### config.mk
export PLATFORM = sky130hd
export DESIGN_NAME = pipe_stage_reg
export DESIGN_NICKNAME = d
export VERILOG_FILES = /design/src/rtl/pipe_stage_reg.sv
export SDC_FILE = /design/constraint.sdc
export NUM_CORES = 1
export LEC_CHECK = 0
export ABC_AREA = 1
export BUFFER_PORTS_ARGS = -buffer_cell sky130_fd_sc_hd__buf_2
export CORE_AREA = 2 2 188 190
export DETAILED_ROUTE_END_ITERATION = 10
export DIE_AREA = 0 0 190 192
export PLACE_DENSITY = 0.63
export SYNTH_ARGS = -nofsm -noshare
export SYNTH_HDL_FRONTEND = slang
export SYNTH_SLANG_ARGS = --single-unit
### constraint.sdc
create_clock -name clk -period 14.6 [get_ports clk]
set_input_delay 2.92 -clock clk [delete_from_list [all_inputs] [get_ports clk]]
set_output_delay 2.92 -clock clk [all_outputs]
set_load 0.05 [all_outputs]
### src/rtl/pipe_stage_reg.sv
// Pipeline stage register with uniform stall/bubble handling, a valid flag,
// a sticky stall+bubble conflict flag and saturating stall/bubble event counters.
module pipe_stage_reg #(
  parameter int          DATA_W    = 64,
  parameter int          NUM_VAL   = 3,
  parameter int          REG_W     = 4,
  parameter int          CNT_W     = 16,
  parameter logic [3:0]  BUB_ICODE = 4'h1,
  parameter logic [3:0]  BUB_STAT  = 4'h1
) (
  input  logic                      clk,
  input  logic                      rst,
  input  logic                      stall,
  input  logic                      bubble,
  input  logic                      cnt_clr,
  input  logic [3:0]                in_stat,
  input  logic [3:0]                in_icode,
  input  logic [3:0]                in_ifun,
  input  logic [NUM_VAL*DATA_W-1:0] in_val,
  input  logic [REG_W-1:0]          in_dstE,
  input  logic [REG_W-1:0]          in_dstM,
  input  logic [REG_W-1:0]          in_srcA,
  input  logic [REG_W-1:0]          in_srcB,
  output logic [3:0]                out_stat,
  output logic [3:0]                out_icode,
  output logic [3:0]                out_ifun,
  output logic [NUM_VAL*DATA_W-1:0] out_val,
  output logic [REG_W-1:0]          out_dstE,
  output logic [REG_W-1:0]          out_dstM,
  output logic [REG_W-1:0]          out_srcA,
  output logic [REG_W-1:0]          out_srcB,
  output logic                      out_valid,
  output logic                      conflict,
  output logic [CNT_W-1:0]          stall_cnt,
  output logic [CNT_W-1:0]          bubble_cnt
);

  localparam logic [REG_W-1:0] RNONE   = {REG_W{1'b1}};
  localparam logic [CNT_W-1:0] CNT_MAX = {CNT_W{1'b1}};
  localparam logic [CNT_W-1:0] CNT_ONE = {{(CNT_W-1){1'b0}}, 1'b1};

  logic [3:0]                stat_q, stat_d;
  logic [3:0]                icode_q, icode_d;
  logic [3:0]                ifun_q, ifun_d;
  logic [NUM_VAL*DATA_W-1:0] val_q, val_d;
  logic [REG_W-1:0]          dste_q, dste_d;
  logic [REG_W-1:0]          dstm_q, dstm_d;
  logic [REG_W-1:0]          srca_q, srca_d;
  logic [REG_W-1:0]          srcb_q, srcb_d;
  logic                      valid_q, valid_d;
  logic                      conflict_q, conflict_d;
  logic [CNT_W-1:0]          stall_cnt_q, stall_cnt_d;
  logic [CNT_W-1:0]          bubble_cnt_q, bubble_cnt_d;

  // Payload next-state: bubble beats stall, stall holds, otherwise load
  always_comb begin
    stat_d  = stat_q;
    icode_d = icode_q;
    ifun_d  = ifun_q;
    val_d   = val_q;
    dste_d  = dste_q;
    dstm_d  = dstm_q;
    srca_d  = srca_q;
    srcb_d  = srcb_q;
    valid_d = valid_q;
    if (bubble) begin
      stat_d  = BUB_STAT;
      icode_d = BUB_ICODE;
      ifun_d  = 4'h0;
      val_d   = {(NUM_VAL*DATA_W){1'b0}};
      dste_d  = RNONE;
      dstm_d  = RNONE;
      srca_d  = RNONE;
      srcb_d  = RNONE;
      valid_d = 1'b0;
    end else if (stall) begin
      valid_d = valid_q;
    end else begin
      stat_d  = in_stat;
      icode_d = in_icode;
      ifun_d  = in_ifun;
      val_d   = in_val;
      dste_d  = in_dstE;
      dstm_d  = in_dstM;
      srca_d  = in_srcA;
      srcb_d  = in_srcB;
      valid_d = 1'b1;
    end
  end

  // Event bookkeeping; a clear in the same cycle overrides any increment or set
  always_comb begin
    conflict_d   = conflict_q;
    stall_cnt_d  = stall_cnt_q;
    bubble_cnt_d = bubble_cnt_q;
    if (cnt_clr) begin
      conflict_d   = 1'b0;
      stall_cnt_d  = {CNT_W{1'b0}};
      bubble_cnt_d = {CNT_W{1'b0}};
    end else begin
      conflict_d = conflict_q | (stall & bubble);
      if (stall && !bubble && (stall_cnt_q != CNT_MAX)) begin
        stall_cnt_d = stall_cnt_q + CNT_ONE;
      end else begin
        stall_cnt_d = stall_cnt_q;
      end
      if (bubble && (bubble_cnt_q != CNT_MAX)) begin
        bubble_cnt_d = bubble_cnt_q + CNT_ONE;
      end else begin
        bubble_cnt_d = bubble_cnt_q;
      end
    end
  end

  // State register; reset drops straight into the bubble state
  always_ff @(posedge clk or posedge rst) begin
    if (rst) begin
      stat_q       <= BUB_STAT;
      icode_q      <= BUB_ICODE;
      ifun_q       <= 4'h0;
      val_q        <= {(NUM_VAL*DATA_W){1'b0}};
      dste_q       <= RNONE;
      dstm_q       <= RNONE;
      srca_q       <= RNONE;
      srcb_q       <= RNONE;
      valid_q      <= 1'b0;
      conflict_q   <= 1'b0;
      stall_cnt_q  <= {CNT_W{1'b0}};
      bubble_cnt_q <= {CNT_W{1'b0}};
    end else begin
      stat_q       <= stat_d;
      icode_q      <= icode_d;
      ifun_q       <= ifun_d;
      val_q        <= val_d;
      dste_q       <= dste_d;
      dstm_q       <= dstm_d;
      srca_q       <= srca_d;
      srcb_q       <= srcb_d;
      valid_q      <= valid_d;
      conflict_q   <= conflict_d;
      stall_cnt_q  <= stall_cnt_d;
      bubble_cnt_q <= bubble_cnt_d;
    end
  end

  assign out_stat   = stat_q;
  assign out_icode  = icode_q;
  assign out_ifun   = ifun_q;
  assign out_val    = val_q;
  assign out_dstE   = dste_q;
  assign out_dstM   = dstm_q;
  assign out_srcA   = srca_q;
  assign out_srcB   = srcb_q;
  assign out_valid  = valid_q;
  assign conflict   = conflict_q;
  assign stall_cnt  = stall_cnt_q;
  assign bubble_cnt = bubble_cnt_q;

endmodule

After elaboration in Yosys (flattened, before gate mapping). Index checks and enable logic that the tools add are counted.

Register bits: 254. Bits of input ports: 225. Output and inout bits: 254. Logic and storage cells: 48.

Add/sub/neg operators: 2. Eq/ne operators: 3. Muxes and demuxes: 23. Bitwise gates (word level): 2. Reductions and logical operators: 6.

Operators by type and width (count): $mux 192 (2); $mux 16 (4); $mux 4 (14); $add 16x1->16 const B (2); $ne 16x16->1 const B (2); $reduce_bool 2->1 (2); $logic_and 1x1->1 (3); $mux 1 (3); $ne 2x1->1 const B (1); $and 1x1->1 (1); $logic_not 1->1 (1); $or 1x1->1 (1).

Logic depth before layout (Yosys ltp). Gate-level depths: netlist of the first run.

Depth in word-level cells: 5. Depth in mapped cells: 9. Gate-level depth less buffers: 9.

Worst setup path after synthesis of the first run. No wires, ideal clock.

Kind: input to register. Start point: input port bubble. End point: register stall_cnt_q[2], in the netlist stall_cnt[2]. Setup time: 0.120 ns. Data arrival time: 3.624 ns. Data required time: 14.480 ns. Path slack: 10.856 ns. Stages: 7. Path buffers: 1. Cell sequence: buf_6 -> nor2_4 -> inv_2 -> nor2_2 -> nor2_4 -> nand2_1 -> nand2_1.

Longest elaborated chain between the ends: 4.

RTL lines: start, declared (RTL line 14) `input logic bubble,`; $logic_not 1->1 (RTL line 102) `if (stall && !bubble && (stall_cnt_q != CNT_MAX)) begin`; $logic_and 1x1->1 (2 in series) (RTL line 102); $reduce_bool 2->1 (no line); end signal, assigned (RTL line 128) `stall_cnt_q <= {CNT_W{1'b0}};`; end signal, assigned (RTL line 141) `stall_cnt_q <= stall_cnt_d;`; end, declared (RTL line 52) `logic [CNT_W-1:0] stall_cnt_q, stall_cnt_d;`.

Every way passes these cells. A chain may end at the register's enable or synchronous reset.

Worst setup path in the final report of the first run.
Start point: input port bubble. End point: register stall_cnt_q[0], in the netlist stall_cnt[0].

The elaborated chain is that of the path after synthesis.

==> key figures, run 1 <==
Outcome
  • Status: completed

Global routing
  • Initial antenna violation count: 3
  • First-pass GRT wire length: between 40 and 50 mm
  • Total Routing Usage GR: 15.5%
  • Vias in the first global route: a little under 8000
  • Gr ovfl total: 0
  • Largest net degree at the start of global routing: roughly 200

Timing
  • Total negative slack: 0 ns
  • Slew Limit Headroom: between 20% and 30%
  • Setup Skew: between 0.007 and 0.008 ns
  • Post-layout min period: 5.03 ns
  • Fmax: 199 MHz
  • Final Hold Fails: 0
  • Final setup viols: 0
  • Final WS setup: 9.57 ns
  • Tcrit/Tclk final: between 30% and 40%
  • Worst-margin pin slew: 1.17 ns
  • Unrepaired setup endpoints after global routing: no
  • Final-report max-slew violation count: 0
  • Hold_ws: between 0.4 and 0.5 ns

Drt
  • Final antenna-violating net count: 0
  • Initial DRC Count: 414
  • 1st-pass router iterations: 4
  • WL final: 30.8 mm
  • Routed via count: 8281
  • Vias/cell: 4.71
  • Wire per inst: 17.5 um
  • DRC violations left: 0

Floorplan
  • Core Rows: 68
  • Starting Density: 29.2%
  • I/O pins: ~480
  • Chip height: ~190 um
  • Die width: 190 um
  • Die area: 36500 um^2
  • Core area: 34300 um^2

Place
  • Placement Cell Area: 12700 um^2
  • Hpwl dp: 21.6 mm
  • Placer congestion estimate: 0.821
  • Placement Setup Slack: 8.95 ns
  • Port Buffers: 478

Worst setup path
  • CP max stage delay: 0.81 ns
  • Worst reg2reg setup slack: 12.86 ns
  • Crit Path Class: in2reg
  • R2R cell count: 8
  • Critical-path top delay cell: nor2_4
  • Crit path arrival time: 5.46 ns
  • CP top delay family: simple AND/OR/NAND/NOR gates
  • Buffers and inverters on the worst path: 3
  • CP Max Fanout: around 70
  • R2R Path End: stall_cnt[10]
  • CP startpoint kind: primary input
  • Worst path cell trace: buf_2 -> nor2_4 -> buf_4 -> inv_2 -> nor2_2 -> nor2_4 -> nand2_1 -> nand2_1
  • CP Data Required Time: around 15 ns
  • Critical Path End Type: flip-flop
  • Worst r2r src: stall_cnt[0]

Synth
  • Count leader, synth: dfrtp_1
  • Count of flip-flops with a built-in enable after synthesis: 0
  • Synthesized area: 10000 um^2
  • Post-Syn Instances: between 800 and 900
  • Async set-reset flop share out of synthesis: 100%
  • Register bit total from synthesis: roughly 250
  • Mapped Nets: between 1000 and 1500
  • Syn_area_per_cell: between 10 and 15 um^2
  • Top_reg_cell synth: dfrtp_1
  • Largest cells by area after synthesis: dfrtp_1 59%, a22o_1 18%, dfstp_2 4.7%
  • Most frequent cells after synthesis: 236 x dfrtp_1, 202 x a22o_1, 110 x nand2_1
  • Post-synthesis sequential area ratio: between 60% and 70%
  • Top-area cell type share of the netlist area: 59.0%
  • Unique masters post-synth: 28
  • Ys Warns: 0
  • Synth area leader: dfrtp_1

Power and ir drop
  • Leakage: between 0.007 and 0.008 uW
  • Switching power: 515 uW
  • Comb pwr share: 15.6%
  • Clk pwr share: 42.0%
  • Seq pwr share: between 40% and 50%
  • Maximum vdd drop: 0.0830 mV
  • Switching share of power: 28.7%
  • PwrDens: 131 nW/um^2
  • Internal power: 1280 uW

Cells and area
  • Fillers: 3371
  • Final nets: 1506
  • Design Area, Final: 13700 um^2
  • Syn-to-layout area delta: 36.9%
  • Share of cells above drive strength 1: 44.0%

Clock tree
  • H-tree depth: 1
  • Clock Pin Slew Worst Setup and Hold Paths: roughly 0.06 ns
  • Skew-Pair Late Insertion Delay: 0.54 ns
  • Clk buf depth: 3
  • Resized Gates After CTS: 0
  • Total clock sinks: 254
  • TritonCTS clock tree: built
  • Root cell of the clock tree: clkbuf_16
  • Setup bufs post-CTS: 0
  • # hold bufs at CTS: 0
  • Total CTS buffers: 29

Worst hold path
  • HP Start: out_val[182]
  • Worst hold path type: reg2reg
  • Hold Path Cell Cnt: 1
  • Hold EP: out_val[182]

Flow run
  • Max Cap Violations: 0
-- cells in the final DEF, fill, tap and decap left out, drive strengths merged, types with 6 or more instances in the layout --
cell type / count
dfstp: 18
nand3b: 6
dfrtp: 236
nand2: 116
inv: 38
buf: 483
o21ai: 17
xor2: 9
nor2: 48
clkbuf: 40
o22a: 18
nand3: 46
a22o: 202
-- worst max-delay path by stage --
stage	startpoint	to	slack [ns]	cells past startpoint
global placement	bubble	stall_cnt[3]	9.03	8
detailed placement	bubble	stall_cnt[0]	8.95	8
finish	bubble	stall_cnt[0]	9.57	8
CTS	bubble	stall_cnt[0]	9.54	8
floorplan	rst	bubble_cnt[0]	4.72	1
global route	bubble	stall_cnt[0]	9.35	8
-- metal layers --
layer / global-route usage, % / vias up / wire length, um
li1: - / 3876 / -
met1: 20.5 / 4071 / 12800
met2: 26.0 / 284 / 15200
met3: 3.64 / 46 / 2270
met4: 3.37 / 4 / 534
met5: 0 / - / 32
-- metrics by stage --
step	std cells	utilization (%)	total power, uW
after floorplan	817	-	967
after detailed placement	1703	37.0	1060
after global placement	1703	37.0	1050
after CTS	1756	39.9	1820
after global routing	1756	39.9	1870
final	1757	39.9	1800
-- power groups by stage --
stage	registers (uW)	clock network (uW)	logic [uW]
final	762	755	280
after global routing	765	807	295
after CTS	761	775	284
after detailed placement	773	0	283
after global placement	773	0	281
after floorplan	899	0	68.2
-- logic make-up (layout without fill, tap and decap cells) --
family | count (synthesis) | in the layout | synth area share (%)
flip-flops | 254 | 254 | 63.7
buffers and inverters | 88 | 572 | 4.58
XOR/XNOR | 13 | 13 | 1.14
AO/OA/AOI/OAI | 239 | 239 | 20.2
adder cells (fa/ha/maj) | 2 | 2 | 0.250
AND/OR/NAND/NOR | 221 | 221 | 10.1
other | 0 | 1 | 0
-- state kept, by name, summed over array words and instances, names as in the netlist --
| signal | cells |
|---|---|
| out_val | 192 |
| out_srcA | 4 |
| out_dstM | 4 |
| conflict | 1 |
| out_valid | 1 |
| out_stat | 4 |
| out_ifun | 4 |
| out_srcB | 4 |
| out_dstE | 4 |
| stall_cnt | 16 |
| bubble_cnt | 16 |
| out_icode | 4 |
-- final cells by class --
| type | instances | area [um^2] | share of cell area, % |
|---|---|---|---|
| multi-input combinational | 475 | 3170 | 23.1 |
| clock buffer | 40 | 787 | 5.75 |
| clock inverter | 13 | 204 | 1.49 |
| tap | 455 | 569 | 4.16 |
| antenna | 1 | 2.50 | 0.0183 |
| timing repair buffer | 483 | 2440 | 17.8 |
| sequential | 254 | 6380 | 46.6 |
| inverter | 36 | 143 | 1.04 |
Note: power is estimated with default switching activity, not from simulation.
==> run 2: changes to the inputs <==
--- a/config.mk
+++ b/config.mk
@@ -10,7 +10,7 @@
 export CORE_AREA = 2 2 188 190
 export DETAILED_ROUTE_END_ITERATION = 10
 export DIE_AREA = 0 0 190 192
-export PLACE_DENSITY = 0.63
+export PLACE_DENSITY = 0.65
 export SYNTH_ARGS = -nofsm -noshare
 export SYNTH_HDL_FRONTEND = slang
 export SYNTH_SLANG_ARGS = --single-unit
==> constraint.sdc (replaced) <==
create_clock -name clk -period 4.5 [get_ports clk]
set_input_delay 0.9 -clock clk [delete_from_list [all_inputs] [get_ports clk]]
set_output_delay 0.9 -clock clk [all_outputs]
set_load 0.05 [all_outputs]
==> run 2 against run 1 <==
Against the previous run:
- non-clock buffer count increased by 5
- combinational power rose to 3.3 times the previous value
- via count grew 1.6%
- critical path depth fell by 7
- cell count up 0.17%
- sequential share of layout area decreased by 0.35 points
- register-to-register slack worse by 10 ns
- hold slack barely moved
- critical path type is now reg2out
- clock skew up 0.012 ns
==> key figures, run 2 (synthesized netlist as in run 1, its figures left out) <==
Worst setup path
  • Worst r2r src: stall_cnt[0]
  • CP Data Required Time: between 3 and 4 ns
  • Critical Path End Type: primary output
  • R2R Path End: stall_cnt[2]
  • R2R cell count: 8
  • CP startpoint kind: flip-flop
  • CP Max Fanout: 7
  • Buffers and inverters on the worst path: 1
  • CP max stage delay: 0.50 ns
  • Cell count along the critical path: 1
  • Critical-path top delay cell: dfrtp_1
  • Worst path cell trace: buf_2
  • Worst reg2reg setup slack: between 2 and 3 ns
  • Crit Path Class: reg2out
  • CP top delay family: flip-flops
  • Crit path arrival time: 1.39 ns

Power and ir drop
  • Comb pwr share: 15.8%
  • Clk pwr share: around two fifths
  • Seq pwr share: 42.4%
  • PwrDens: between 400 and 500 nW/um^2
  • Switching power: roughly 1700 uW
  • Leakage: approximately 0.0073 uW
  • Internal power: between 4000 and 5000 uW
  • Maximum vdd drop: 0.282 mV
  • Switching share of power: between 20% and 30%
  • Total power: 5840 uW

Outcome
  • Status: completed

Timing
  • Final WS setup: 2.21 ns
  • Final Hold Fails: 0
  • Fmax: 437 MHz
  • Slew Limit Headroom: roughly two fifths
  • Tcrit/Tclk final: ~51%
  • Final setup viols: 0
  • Post-layout min period: 2.29 ns
  • Final-report max-slew violation count: 0
  • Setup Skew: 0.0195 ns
  • Total negative slack: 0 ns
  • Worst-margin pin slew: just under 0.9 ns
  • Unrepaired setup endpoints after global routing: no

Clock tree
  • Total CTS buffers: 28
  • Skew-Pair Late Insertion Delay: 0.55 ns
  • Root cell of the clock tree: clkbuf_16
  • # hold bufs at CTS: 0
  • H-tree depth: 1
  • Resized Gates After CTS: 0
  • Clock Pin Slew Worst Setup and Hold Paths: 0.06 ns
  • TritonCTS clock tree: built
  • Clk buf depth: 3
  • Setup bufs post-CTS: 0
  • Total clock sinks: approximately 250

Cells and area
  • Commonest cells after routing, fill and taps aside: 478 x buf_2, 236 x dfrtp_1, 202 x a22o_1
  • Max reg flops: 192
  • Fillers: 3291
  • Share of cells above drive strength 1: 44.4%
  • Design Area, Final: around 14000 um^2
  • Commonest non-fill, non-tap cell in the layout: buf_2
  • Non-Filler Instances: 1760
  • Area occupied by registers: 6380 um^2
  • Area of the multi-input gates: 3170 um^2
  • Final nets: 1510
  • Syn-to-layout area delta: 37.9%
  • Diode count: 0

Drt
  • Final antenna-violating net count: 0
  • WL final: 31.2 mm
  • Wire per inst: around 18 um
  • Vias/cell: 4.78
  • Routed via count: 8411
  • 1st-pass router iterations: 6
  • Initial DRC Count: between 500 and 600
  • DRC violations left: 0

Place
  • Hpwl dp: 22.4 mm
  • Port Buffers: roughly 480
  • Placement Cell Area: between 10000 and 15000 um^2
  • Inst Count DP: 1708
  • Placement Setup Slack: 1.92 ns
  • Placer congestion estimate: 0.822

Floorplan
  • Die width: 190 um
  • Die area: roughly 36000 um^2
  • Core area: 34300 um^2
  • I/O pins: about 480
  • Core Rows: 68
  • Starting Density: 29.2%
  • Chip height: 192 um

Global routing
  • First-pass GRT wire length: 46.4 mm
  • Vias in the first global route: 7994
  • Initial antenna violation count: 0
  • Total Routing Usage GR: 16.0%
  • Largest net degree at the start of global routing: 130
  • Gr ovfl total: 0

Worst hold path
  • Hold Path Cell Cnt: 1
  • Worst hold path type: reg2reg
  • HP Start: out_val[180]
  • Hold EP: out_val[180]

Flow run
  • Max Cap Violations: 0
run 2: cell types whose count changed in the layout (fill, tap and decap cells not counted):
cell	delta
buf_12	+5
inv_8	-1
diode_2	-1
clkbuf_1	-4
clkbuf_8	+4
clkinv_4	-1
bufinv_16	-1
clkinvlp_4	+3
clkinv_2	-1
run 2: layout make-up:
class | count | area share [%]
clock buffer | 40 | 5.99
tap | 455 | 4.12
multi-input combinational | 475 | 23.0
clock inverter | 12 | 1.27
inverter | 36 | 1.01
timing repair buffer | 488 | 18.4
sequential | 254 | 46.2
run 2: stage by stage:
stage,hold WS [ns],util [%]
final,0.491,40.3
after global routing,0.502,40.3
after CTS,0.497,40.3
after detailed placement,0.476,37.3
after global placement,0.478,37.3
after floorplan,0.641,-
run 2: worst max-delay path by stage:
stage	startpoint	to
after detailed placement	bubble	stall_cnt[4]
final	bubble_cnt[2]	bubble_cnt[2]
after floorplan	rst	bubble_cnt[0]
after CTS	bubble_cnt[2]	bubble_cnt[2]
after global routing	bubble_cnt[2]	bubble_cnt[2]
after global placement	bubble	stall_cnt[8]
run 2: layer usage:
| metal | up-vias | global-route usage [%] | part of all wire (%) |
|---|---|---|---|
| li1 | 3887 | - | - |
| met1 | 4131 | 21.4 | 42 |
| met2 | 339 | 26.2 | 49 |
| met3 | 54 | 3.12 | 6.9 |
| met4 | 0 | 5.31 | 2.6 |
| met5 | - | 0 | 0 |
run 2: power by group through the flow:
| stage | Clock, uW | Sequential (uW) | Combinational, uW |
|---|---|---|---|
| after detailed placement | 0 | 2510 | 928 |
| after CTS | 2500 | 2470 | 930 |
| after global placement | 0 | 2510 | 922 |
| final | 2440 | 2470 | 921 |
| after floorplan | 0 | 2920 | 222 |
| after global routing | 2620 | 2490 | 969 |
run 2: worst register-to-register path, stage by stage, from the launching register on:
cell	delay [ns]
dfrtp_1	0.44
ha_1	0.28
nand3_2	0.15
nor2_4	0.06
nand2_2	0.08
nand2_2	0.17
nor2_2	0.33
nand2_1	0.09
nand2_1	0.08
==> run 3: changes to the inputs <==
==> config.mk (replaced) <==
export PLATFORM = sky130hd
export DESIGN_NAME = pipe_stage_reg
export DESIGN_NICKNAME = d
export VERILOG_FILES = /design/src/rtl/pipe_stage_reg.sv
export SDC_FILE = /design/constraint.sdc
export NUM_CORES = 1
export LEC_CHECK = 0
export ABC_AREA = 0
export BUFFER_PORTS_ARGS = -buffer_cell sky130_fd_sc_hd__buf_2
export CORE_AREA = 2 2 189 191
export DETAILED_ROUTE_END_ITERATION = 10
export DIE_AREA = 0 0 191 193
export PLACE_DENSITY = 0.64
export SYNTH_ARGS = -nofsm -noshare
export SYNTH_HDL_FRONTEND = slang
export SYNTH_SLANG_ARGS = --single-unit
==> constraint.sdc (replaced) <==
create_clock -name clk -period 2.15 [get_ports clk]
set_input_delay 0.43 -clock clk [delete_from_list [all_inputs] [get_ports clk]]
set_output_delay 0.43 -clock clk [all_outputs]
set_load 0.05 [all_outputs]
==> run 3 against run 2 <==
Against the previous run:
- count of clock-buffer cells in the layout unchanged
- combinational power grew 130%
- clock power grew 84%
- die area grew 1.0%
- area after synthesis up 6.4%
- first-iteration DRC count shrank 11%
- design area increased by 4.7%
- routed wire length fell by 0.85%
- cell count increased by 5.9%
- synthesized cell count grew 12%
- largest cell class unchanged
- register-to-register slack lost 2.5 ns
==> key figures, run 3 <==
Outcome
  • Status: completed

Timing
  • Tcrit/Tclk final: 90.9%
  • Final-report max-slew violation count: 0
  • Final setup viols: 0
  • Unrepaired setup endpoints after global routing: no
  • Fmax: between 500 and 600 MHz
  • Final WS setup: 0.195 ns
  • Final Hold Fails: 0
  • Setup Skew: 0.00393 ns
  • Post-layout min period: slightly below 2 ns
  • Worst-margin pin slew: a little under 0.9 ns
  • Slew Limit Headroom: about two fifths

Synth
  • Unique masters post-synth: 35
  • Synth area leader: dfrtp_1
  • Mapped Nets: 1141
  • Most frequent cells after synthesis: 236 x dfrtp_1, 222 x mux2i_1, 216 x nor2_1
  • Async set-reset flop share out of synthesis: 100%
  • Largest cells by area after synthesis: dfrtp_1 55%, mux2i_1 21%, nor2_1 7.6%
  • Count leader, synth: dfrtp_1
  • Ys Warns: 0
  • Register bit total from synthesis: 254
  • Post-Syn Instances: 914
  • Synthesized area: 10600 um^2
  • Top_reg_cell synth: dfrtp_1
  • Post-synthesis sequential area ratio: 59.9%
  • Syn_area_per_cell: 11.6 um^2
  • Top-area cell type share of the netlist area: 55.5%
  • Count of flip-flops with a built-in enable after synthesis: 0

Place
  • Hpwl dp: 22.8 mm
  • Placer congestion estimate: 0.837
  • Inst Count DP: 1814
  • Port Buffers: 478
  • Placement Setup Slack: 0.213 ns

Drt
  • WL final: between 30 and 40 mm
  • Routed via count: 8617
  • DRC violations left: 0
  • 1st-pass router iterations: 7
  • Vias/cell: 4.63
  • Wire per inst: between 15 and 20 um
  • Initial DRC Count: between 400 and 500
  • Final antenna-violating net count: 0

Power and ir drop
  • PwrDens: 814 nW/um^2
  • Maximum vdd drop: 0.685 mV
  • Switching power: between 3000 and 4000 uW
  • Clk pwr share: roughly two fifths
  • Internal power: slightly above 8000 uW
  • Comb pwr share: 17.8%
  • Seq pwr share: 44.0%
  • Leakage: 0.00799 uW
  • Switching share of power: 30.1%

Cells and area
  • Share of cells above drive strength 1: 40.2%
  • Syn-to-layout area delta: 35.8%
  • Diode count: 0
  • Final nets: about 1600
  • Post-layout util: 41.3%
  • Commonest cells after routing, fill and taps aside: 476 x buf_2, 236 x dfrtp_1, 222 x mux2i_1
  • Non-Filler Instances: 1863
  • Commonest non-fill, non-tap cell in the layout: buf_2
  • Max reg flops: 192

Floorplan
  • Core area: 35000 um^2
  • Chip height: 193 um
  • Die width: 191 um
  • Starting Density: between 30% and 40%
  • I/O pins: 479
  • Core Rows: 69
  • Die area: between 30000 and 40000 um^2

Clock tree
  • Skew-Pair Late Insertion Delay: between 0.5 and 0.6 ns
  • # hold bufs at CTS: 0
  • TritonCTS clock tree: built
  • Root cell of the clock tree: clkbuf_16
  • Setup bufs post-CTS: 0
  • H-tree depth: 1
  • Resized Gates After CTS: 0
  • Clk buf depth: 3
  • Total clock sinks: 254
  • Clock Pin Slew Worst Setup and Hold Paths: roughly 0.06 ns
  • Total CTS buffers: 28

Worst setup path
  • Critical Path End Type: flip-flop
  • Crit Path Class: reg2reg
  • Crit path arrival time: 2.42 ns
  • CP Data Required Time: 2.61 ns
  • CP Max Fanout: 7
  • CP startpoint kind: flip-flop

Global routing
  • Total Routing Usage GR: 15.7%
  • First-pass GRT wire length: 46.4 mm
  • Largest net degree at the start of global routing: 122
  • Gr ovfl total: 0
  • Vias in the first global route: 8401
  • Initial antenna violation count: 0

Worst hold path
  • Worst hold path type: in2async

Flow run
  • Max Cap Violations: 0
-- run 3: cell count changes after synthesis, moves of 18 or more --
cell / before / now
a21oi_1: 1 / 25
a22o_1: 202 / 0
buf_4: 19 / 1
clkbuf_1: 3 / 30
inv_1: 32 / 7
mux2i_1: 0 / 222
nand2_1: 110 / 37
nand3_1: 44 / 10
nor2_1: 34 / 216
o22a_1: 18 / 0
-- run 3: logic make-up after synthesis --
family,after synthesis,synth area share [%]
and+or+nand+nor,313,12.8
adders and majority gates,2,0.235
muxes,227,21.4
buffers and inverters,63,2.48
DFF,254,59.9
AOI/OAI and AO/OA,55,3.10
-- run 3: power groups by stage --
stage / logic, uW / registers, uW / clock network [uW]
finish: 2100 / 5180 / 4490
global route: 2230 / 5210 / 4830
CTS: 2120 / 5180 / 4650
detailed placement: 2120 / 5260 / 0
global placement: 2100 / 5250 / 0
floorplan: 594 / 6110 / 0
-- run 3: critical path, cell delays in order (launching register included) --
cell and delay [ns]:
dfrtp_1 0.47, ha_1 0.25, and4b_1 0.32, o31ai_1 0.19, or4_1 0.50, a21oi_1 0.15
-- run 3: cell type report --
| type | instances | area, um^2 |
|---|---|---|
| Fill cell | 3420 | 20500 |
| Inverter | 7 | 30.0 |
| Multi-Input combinational cell | 597 | 4000 |
| Sequential cell | 254 | 6380 |
| Tap cell | 461 | 577 |
| Clock inverter | 9 | 48.8 |
| Clock buffer | 40 | 807 |
| Timing Repair Buffer | 495 | 2610 |
-- run 3: routing by layer --
| layer | share of wire [%] | track usage, % | up-vias |
|---|---|---|---|
| met3 | 6.1 | 3.62 | 54 |
| met1 | 43 | 21.3 | 4214 |
| met4 | 2.6 | 4.62 | 0 |
| li1 | - | - | 4082 |
| met2 | 49 | 25.1 | 267 |
| met5 | 0 | 0 | - |
-- run 3: final timing paths --
path,startpoint,to,slack (ns),cells past startpoint
setup / recovery,stall_cnt[0],stall_cnt[12],0.19,5
max in group asynchronous,rst,out_val[48],1.54,3
min in group clk,in_dstE[1],out_dstE[1],0.10,3
setup reg to reg,stall_cnt[0],stall_cnt[12],0.19,5
hold reg to reg,conflict,conflict,0.50,2
hold / removal,rst,out_val[98],0.03,3
-- run 3: metrics by stage --
step                      setup TNS (ns)  power (uW)  cell area [um^2]  hold WS, ns
final                                  0       11800             14500       0.0294
after global routing                   0       12300             14500       0.0458
after CTS                              0       11900             14500       0.0194
after detailed placement               0        7380             13600        0.487
after global placement                 0        7350             13600        0.481
after floorplan                  -392.89        6700             10600        0.562
